`config.mk`:
```
export PLATFORM = sky130hd
export DESIGN_NAME = picorv32_wb_bridge
export DESIGN_NICKNAME = d
export VERILOG_FILES = /design/src/rtl/picorv32_wb_bridge.sv
export SDC_FILE = /design/constraint.sdc
export NUM_CORES = 1
export LEC_CHECK = 0
export ABC_CLOCK_PERIOD_IN_PS = 2500
export CORE_ASPECT_RATIO = 0.5
export CORE_MARGIN = 1.5
export CORE_UTILIZATION = 62
export CTS_CLUSTER_SIZE = 40
export DETAILED_ROUTE_END_ITERATION = 8
export DONT_BUFFER_PORTS = 1
export PLACE_DENSITY = 0.77
export SYNTH_ARGS = -nofsm -noshare
export SYNTH_HDL_FRONTEND = slang
export SYNTH_SLANG_ARGS = --single-unit
```
`constraint.sdc`:
```
create_clock -name clk -period 2.5 [get_ports clk]
set_input_delay 0.125 -clock clk [delete_from_list [all_inputs] [get_ports clk]]
set_output_delay 0.125 -clock clk [all_outputs]
set_load 0.005 [all_outputs]
```
`src/rtl/picorv32_wb_bridge.sv`:
```
// picorv32_wb_bridge
//   Converts picorv32 native memory requests that hit a configurable address
//   window into single Wishbone B4 pipelined master cycles. It completes each
//   cycle with a one-cycle o_mem_ready pulse. Bus errors complete the request
//   with ERR_RDATA and record the error code and address.
//
//   Optional feature macro: WB_BRIDGE_TIMEOUT_EN
//     When defined, the bridge forces a timeout completion (code 2'b10) after
//     TIMEOUT_CYCLES cycles in REQ+WAIT without a slave response.
//     When undefined, the bridge waits for the slave indefinitely.
//
// Ports
//   clk, i_resetn             clock, synchronous active-low reset
//   i_mem_valid/addr/wdata/wstrb   picorv32 native request (wstrb == 0 -> read)
//   o_mem_ready, o_mem_rdata  completion pulse and read data
//   o_hit                     combinational window hit (valid & address match)
//   o_wb_cyc/stb/we/addr/data/sel  Wishbone master outputs
//   i_wb_data/ack/stall/err   Wishbone slave responses
//   o_err_valid               error completion pulse (coincident with ready)
//   o_err_code, o_err_addr    last error code (01 bus, 10 timeout) and address
module picorv32_wb_bridge #(
  parameter int unsigned ADDR_WIDTH     = 32,
  parameter logic [31:0] BASE_ADDR      = 32'h8000_0000,
  parameter logic [31:0] ADDR_MASK      = 32'hFFFF_0000,
  parameter int unsigned TIMEOUT_CYCLES = 255,
  parameter logic [31:0] ERR_RDATA      = 32'hDEAD_BEEF
) (
  input  logic                  clk,
  input  logic                  i_resetn,
  input  logic                  i_mem_valid,
  input  logic [31:0]           i_mem_addr,
  input  logic [31:0]           i_mem_wdata,
  input  logic [3:0]            i_mem_wstrb,
  output logic                  o_mem_ready,
  output logic [31:0]           o_mem_rdata,
  output logic                  o_hit,
  output logic                  o_wb_cyc,
  output logic                  o_wb_stb,
  output logic                  o_wb_we,
  output logic [ADDR_WIDTH-1:0] o_wb_addr,
  output logic [31:0]           o_wb_data,
  output logic [3:0]            o_wb_sel,
  input  logic [31:0]           i_wb_data,
  input  logic                  i_wb_ack,
  input  logic                  i_wb_stall,
  input  logic                  i_wb_err,
  output logic                  o_err_valid,
  output logic [1:0]            o_err_code,
  output logic [31:0]           o_err_addr
);

  typedef enum logic [1:0] {
    S_IDLE = 2'd0,
    S_REQ  = 2'd1,
    S_WAIT = 2'd2,
    S_RESP = 2'd3
  } state_t;

  localparam logic [1:0] ERR_CODE_BUS     = 2'b01;
  localparam logic [1:0] ERR_CODE_TIMEOUT = 2'b10;

  // A TIMEOUT_CYCLES outside 1..255 cannot be represented by the 8-bit counter;
  // this block marks such a configuration in the elaborated hierarchy.
  if (TIMEOUT_CYCLES < 1 || TIMEOUT_CYCLES > 255) begin : g_timeout_cycles_out_of_range
  end

  state_t r_state;
  state_t w_state_next;

  logic w_hit;
  logic w_accept;
  logic w_stb_drop;
  logic w_done_ok;
  logic w_done_err;
  logic w_done_to;
  logic w_done;
  logic w_timeout;

  logic [31:0] r_req_addr;
  logic        r_mem_ready;
  logic [31:0] r_mem_rdata;
  logic        r_wb_cyc;
  logic        r_wb_stb;
  logic        r_wb_we;
  logic [31:0] r_wb_data;
  logic [3:0]  r_wb_sel;
  logic        r_err_valid;
  logic [1:0]  r_err_code;
  logic [31:0] r_err_addr;

  assign w_hit = i_mem_valid && ((i_mem_addr & ADDR_MASK) == BASE_ADDR);
  assign o_hit = w_hit;

`ifdef WB_BRIDGE_TIMEOUT_EN
  // Cycles spent in REQ+WAIT for the current request.
  logic [7:0] r_to_cnt;

  assign w_timeout = (({1'b0, r_to_cnt} + 9'd1) == 9'(TIMEOUT_CYCLES));

  always_ff @(posedge clk) begin
    if (!i_resetn) begin
      r_to_cnt <= 8'd0;
    end else if (w_accept) begin
      r_to_cnt <= 8'd0;
    end else if (r_state == S_REQ || r_state == S_WAIT) begin
      r_to_cnt <= r_to_cnt + 8'd1;
    end
  end
`else
  assign w_timeout = 1'b0;
`endif

  // State register.
  always_ff @(posedge clk) begin
    if (!i_resetn) begin
      r_state <= S_IDLE;
    end else begin
      r_state <= w_state_next;
    end
  end

  // Next state and completion decode; err beats ack, ack beats timeout.
  always_comb begin
    w_state_next = r_state;
    w_accept     = 1'b0;
    w_stb_drop   = 1'b0;
    w_done_ok    = 1'b0;
    w_done_err   = 1'b0;
    w_done_to    = 1'b0;
    case (r_state)
      S_IDLE: begin
        if (w_hit) begin
          w_accept     = 1'b1;
          w_state_next = S_REQ;
        end
      end
      S_REQ: begin
        if (!i_wb_stall) begin
          w_stb_drop   = 1'b1;
          w_state_next = S_WAIT;
          if (i_wb_err) begin
            w_done_err = 1'b1;
          end else if (i_wb_ack) begin
            w_done_ok = 1'b1;
          end else if (w_timeout) begin
            w_done_to = 1'b1;
          end
        end else if (w_timeout) begin
          w_done_to = 1'b1;
        end
      end
      S_WAIT: begin
        if (i_wb_err) begin
          w_done_err = 1'b1;
        end else if (i_wb_ack) begin
          w_done_ok = 1'b1;
        end else if (w_timeout) begin
          w_done_to = 1'b1;
        end
      end
      S_RESP: begin
        w_state_next = S_IDLE;
      end
      default: begin
        w_state_next = S_IDLE;
      end
    endcase
    if (w_done_ok || w_done_err || w_done_to) begin
      w_state_next = S_RESP;
    end
  end

  assign w_done = w_done_ok || w_done_err || w_done_to;

  // Registered bus, response and error outputs.
  always_ff @(posedge clk) begin
    if (!i_resetn) begin
      r_req_addr  <= 32'd0;
      r_mem_ready <= 1'b0;
      r_mem_rdata <= 32'd0;
      r_wb_cyc    <= 1'b0;
      r_wb_stb    <= 1'b0;
      r_wb_we     <= 1'b0;
      r_wb_data   <= 32'd0;
      r_wb_sel    <= 4'd0;
      r_err_valid <= 1'b0;
      r_err_code  <= 2'd0;
      r_err_addr  <= 32'd0;
    end else begin
      r_mem_ready <= w_done;
      r_err_valid <= w_done_err || w_done_to;
      if (w_accept) begin
        r_req_addr <= i_mem_addr;
        r_wb_data  <= i_mem_wdata;
        r_wb_we    <= |i_mem_wstrb;
        r_wb_sel   <= (|i_mem_wstrb) ? i_mem_wstrb : 4'hF;
        r_wb_cyc   <= 1'b1;
        r_wb_stb   <= 1'b1;
      end
      if (w_stb_drop) begin
        r_wb_stb <= 1'b0;
      end
      if (w_done) begin
        r_wb_cyc <= 1'b0;
        r_wb_stb <= 1'b0;
      end
      if (w_done_ok) begin
        r_mem_rdata <= r_wb_we ? 32'd0 : i_wb_data;
      end
      if (w_done_err || w_done_to) begin
        r_mem_rdata <= ERR_RDATA;
        r_err_code  <= w_done_to ? ERR_CODE_TIMEOUT : ERR_CODE_BUS;
        r_err_addr  <= r_req_addr;
      end
    end
  end

  assign o_mem_ready = r_mem_ready;
  assign o_mem_rdata = r_mem_rdata;
  assign o_wb_cyc    = r_wb_cyc;
  assign o_wb_stb    = r_wb_stb;
  assign o_wb_we     = r_wb_we;
  assign o_wb_addr   = r_req_addr[ADDR_WIDTH-1:0];
  assign o_wb_data   = r_wb_data;
  assign o_wb_sel    = r_wb_sel;
  assign o_err_valid = r_err_valid;
  assign o_err_code  = r_err_code;
  assign o_err_addr  = r_err_addr;

endmodule

```
== Word-level counts from Yosys, hierarchy flattened ==
Cells that the tools add are included.

* Muxes and demuxes: 19
* Bitwise gates (word level): 1
* Reduce and logical (&&, ||, !) cells: 10
* Equal/unequal tests: 6

{| class="wikitable"
|+ Operator list
! kind !! number
|-
| $mux W32 || 3
|-
| $eq A16 B16 Y1 const B || 1
|-
| $mux W1 || 9
|-
| $mux W2 || 3
|-
| $ne A3 B3 Y1 const B || 2
|-
| $pmux W2 S3 || 1
|-
| $eq A2 B2 Y1 const B || 2
|-
| $mux W4 || 1
|-
| $pmux W1 S2 || 2
|-
| $reduce_bool A4 Y1 || 1
|-
| $reduce_or A2 Y1 || 2
|-
| $reduce_or A4 Y1 || 1
|-
| $reduce_and A3 Y1 || 1
|-
| $reduce_or A3 Y1 || 1
|-
| $eq A2 B1 Y1 const B || 1
|-
| $logic_not A2 Y1 || 1
|-
| $reduce_bool A2 Y1 || 1
|-
| $logic_and A1 B1 Y1 || 1
|-
| $logic_or A1 B1 Y1 || 1
|-
| $not A1 Y1 || 1
|}

* Word-level logic and storage cells: 49
* Register bits: 140

== Depth between registers and ports, before layout ==
* Word-level depth: 7
* Gate-level depth with buffers: 9

== Worst setup path before layout ==
OpenSTA, ideal clock, no wires.

* Path kind: register to register
* Start: register r_state[1]
* End: register r_err_addr[25] (netlist: o_err_addr[25])
* Setup slack: 0.592 ns
* Arrival: 1.833 ns
* Stages on the path, launching flop included: 9
* Path buffers: 2
* Required time: 2.424 ns
* Cells stage by stage: dfxtp_1 -> inv_1 -> ha_1 -> nor2b_1 -> o211ai_1 -> clkbuf_1 -> clkbuf_1 -> nand2_1 -> a21boi_0

* Longest elaborated chain between the ends: 2
* Elaborated cells on any way between the ends: 3
* Those cells by class: eq/ne (2); mux (1)

{| class="wikitable"
|+ RTL lines
! item !! RTL line !! source
|-
| from (decl) || 67 || <nowiki>state_t r_state;</nowiki>
|-
| from (signal assigned) || 118 || <nowiki>r_state <= w_state_next;</nowiki>
|-
| $eq A2 B2 Y1 / $eq A2 B1 Y1 (equally long branches) || 130 || <nowiki>case (r_state)</nowiki>
|-
| $pmux W1 S2 * || 130 ||
|-
| to (signal assigned) || 213 || <nowiki>r_err_addr <= r_req_addr;</nowiki>
|-
| to (decl) || 89 || <nowiki>logic [31:0] r_err_addr;</nowiki>
|}

Every way passes the cells marked *; elsewhere a longest branch is shown, timed or not.
A chain may end at the register's enable or synchronous reset.

== Worst setup path in the final report ==
* Start: register r_state[1]
* End: register r_mem_rdata[7] (netlist: o_mem_rdata[7])

* Longest elaborated chain between the ends: 3
* Elaborated cells on any way between the ends: 6
* Those cells by class: eq/ne (2); mux (3); reduce/logical (1)

{| class="wikitable"
|+ RTL lines
! item !! RTL line !! source
|-
| $eq A2 B2 Y1 / $eq A2 B1 Y1 (equally long branches) || 130 ||
|-
| $pmux W1 S2 || 130 ||
|-
| $mux W32 / $reduce_bool A2 Y1 (equally long branches) || - ||
|-
| to (signal assigned) || 208 || <nowiki>r_mem_rdata <= r_wb_we ? 32'd0 : i_wb_data;</nowiki>
|-
| to (decl) || 81 || <nowiki>logic [31:0] r_mem_rdata;</nowiki>
|}

Parallel ways exist; a longest one is shown, timed or not.

==> impl_metrics.yaml <==
outcome:
  status: "finished clean"
worst_setup_path:
  crit_fanout: 55
  path_cells: "inv_1, ha_1, nor2b_1, o2111ai_4, buf_12, nor3b_1, a21oi_1, a21boi_0"
  cp-start-kind: "flip-flop"
  critical_path_class: "reg2reg"
  crit_path_top_delay_cell: "dfxtp_1"
  arrival_ns: 2.35
  max_stage_delay_ns: 0.33
  worst_ep_required_time_ns: 2.84
  r2r_setup_slack_ns: 0.48
  end_kind: "flip-flop"
logic_synthesis:
  yosys.area.top_type: "dfxtp_1"
  syn_nets: 716
  yosysSeqAreaShare_pct: 51.9
  synthTopCellsByCount: "nand2_1 (166), dfxtp_1 (140), a21boi_0 (66), a21boi_1 (40)"
  synth_top_area_share_pct: 51.9
  synth_edf_count: 0
  avgSynthCellArea_sq_um: 8.92
  syn-instance-count: 605
  synth_ff_type: "dfxtp_1"
  netlist_area_sq_um: 5400
  ys_warn_count: 0
  ys_seq_elements: 140
  synthDistinctLibCells: 36
  synthArstFlopShare_pct: 0
  ys_top_cells_by_area: "dfxtp_1 (52%), nand2_1 (12%), a21boi_0 (9.2%)"
  synth_most_common_cell: "nand2_1"
sta:
  rsz0062_at_grt: "no"
  worst_clock_skew_ns: 0.00852
  drv_slew: 0
  finalSetupViolCount: 0
  fmax_ghz: 0.496
  period_minus_slack_ns: 2.02
  tightest_slew_ns: 0.654
  finalCritPeriodShare_pct: 80.7
  hold_violations: 0
  fin_setup_tns_ns: 0
  relSlewSlack_pct: 56.0
  timing.hold.ws_ns: 0.0185
drt:
  dr.pass1.iters: 6
  via_per_inst: 5.73
  routedWlPerCell_um: 17.9
  drtIter0Drc: 250
  post-route-drc-count: 0
  wl_um: 13600
  ant_nets: 0
  vias: 4367
die:
  die_x_um: 135
  top_level_ports: 246
  die_h_um: 69.0
  initial_utilization_pct: 65.6
  rows: 23
  die_area_sq_um: 9310
  coreArea_sq_um: 8230
final_layout:
  antenna_cells: 0
  final_nets: 748
  layout-drive-gt1-share_pct: 7.08
  seq_area_sq_um: 2800
  design_area_sq_um: 6530
  synthToLayoutAreaGrowth_pct: 21.0
  instances_no_fill: 762
  multi_input_area_sq_um: 2350
  fillers: 531
clocking:
  cts_made_buffers: 17
  cts_tree: "built"
  clk_root_buffer_cell: "clkbuf_16"
  cts.clk_slew.worst_paths_ns: 0.06
  cts_buffer_depth: 2
  postCtsSetupBuffers: 0
  cts_num_sinks: 140
  clk_latency_ns: 0.41
  htreeDepth: 4
placement:
  dp_hpwl_um: 7870
  placed_area_sq_um: 5400
  dp.cells: 676
  routabilityCongestion: 0.739
  io_buffers: 0
power:
  p_per_area_nw_per_um2: 737
  internal_power_mw: 3.84
  finalPower_mw: 4.81
  p_comb_share_pct: 2.8
  p_switching_mw: 0.974
  pwr-share-clk_pct: 50.8
  swShare_pct: 20.2
  seq_power_share_pct: 46.4
  p_leak_nw: 2.33
  peakVddDrop_v: 0.000523
global_routing:
  overflow: 0
  antenna_found_initial: 0
  grt_pass1_vias: 3879
  grt_pass1_wl_um: 19600
  grt_max_degree: 133
  grt_usage_pct: 27.7
run:
  maxCapViolCount: 0
min_path:
  hp-class: "in2reg"
==> power groups by stage <==
stage | registers, mW | clock network (mW) | logic, mW
2_1_floorplan | 2.28 | 0 | 0.0558
3_3_place_gp | 2.28 | 0 | 0.0363
3_5_place_dp | 2.28 | 0 | 0.0367
4_1_cts | 2.23 | 2.45 | 0.134
5_1_grt | 2.23 | 2.55 | 0.143
6_report | 2.23 | 2.45 | 0.136
==> critical path: cells and delay by family, from the launching register on <==
kind	cells	cell delay (ns)
simple gates	2	0.55
compound gates	3	0.50
buf+inv	2	0.39
flops	1	0.33
fa+ha+maj	1	0.15
==> routing by layer <==
metal	up-vias	part of all wire (%)	track usage, %
li1	2094	-	-
met1	2053	40	30.9
met2	190	49	48.5
met3	30	8.9	10.6
met4	0	2.0	12.6
met5	-	0	0
==> cells by family (layout without fill, tap and decap cells) <==
logic type	Yosys count	after routing	share of synthesized area [%]
and+or+nand+nor	257	257	22.6
DFF	140	140	51.9
buffers and inverters	53	98	4.91
other	1	1	0.0695
AOI/OAI and AO/OA	149	149	19.4
adders and majority gates	5	5	1.16
==> worst paths after layout <==
kind                           start                           end  cells past startpoint
max          r_state[1]$_SDFFE_PN0P_   o_mem_rdata[7]$_SDFFE_PN0P_                      8
min                    i_wb_data[22]  o_mem_rdata[22]$_SDFFE_PP0P_                      3
max reg2reg  r_state[1]$_SDFFE_PN0P_   o_mem_rdata[7]$_SDFFE_PN0P_                      8
min reg2reg     o_wb_we$_SDFFE_PN0P_          o_wb_we$_SDFFE_PN0P_                      2
==> through the flow <==
stage                     setup slack [ns]  util, %
after floorplan                      0.592        -
after global placement               0.622     65.6
after detailed placement             0.505     65.6
after CTS                            0.475     79.4
after global routing                 0.293     79.4
final                                0.483     79.4
==> what timing repair did <==
action / 4_1_cts / 5_1_grt
hold endpoints to repair: 132 / 0
hold buffers: 54 / 0
gates resized for setup: 0 / 0
==> registers in the layout, indices dropped and copies added, names as in the netlist, 2 cells and up <==
signal	count
o_wb_sel	4
r_state	2
o_wb_data	32
o_wb_addr	32
o_mem_rdata	32
o_err_addr	32
==> final cells by class <==
cell class	instances	area share, %
Clock inverter	11	1.82
Sequential cell	140	42.9
Multi-Input combinational cell	412	36.0
Tap cell	112	2.15
Clock buffer	21	7.05
Timing Repair Buffer	62	9.84
Inverter	4	0.230
==> placed cells by master (no fill, tap or decap), drive strengths merged, types with 4 or more instances in the layout <==
| cell type | n |
|---|---|
| nand2 | 166 |
| dfxtp | 140 |
| a21boi | 106 |
| dlygate4sd3 | 53 |
| nor3b | 37 |
| a21oi | 33 |
| clkbuf | 21 |
| nor2 | 17 |
| and3 | 16 |
| buf | 9 |
| clkinv | 8 |
| nor3 | 6 |
| ha | 5 |
| inv | 4 |
| nor4 | 4 |
No activity file was read; power rests on OpenSTA's default activity.
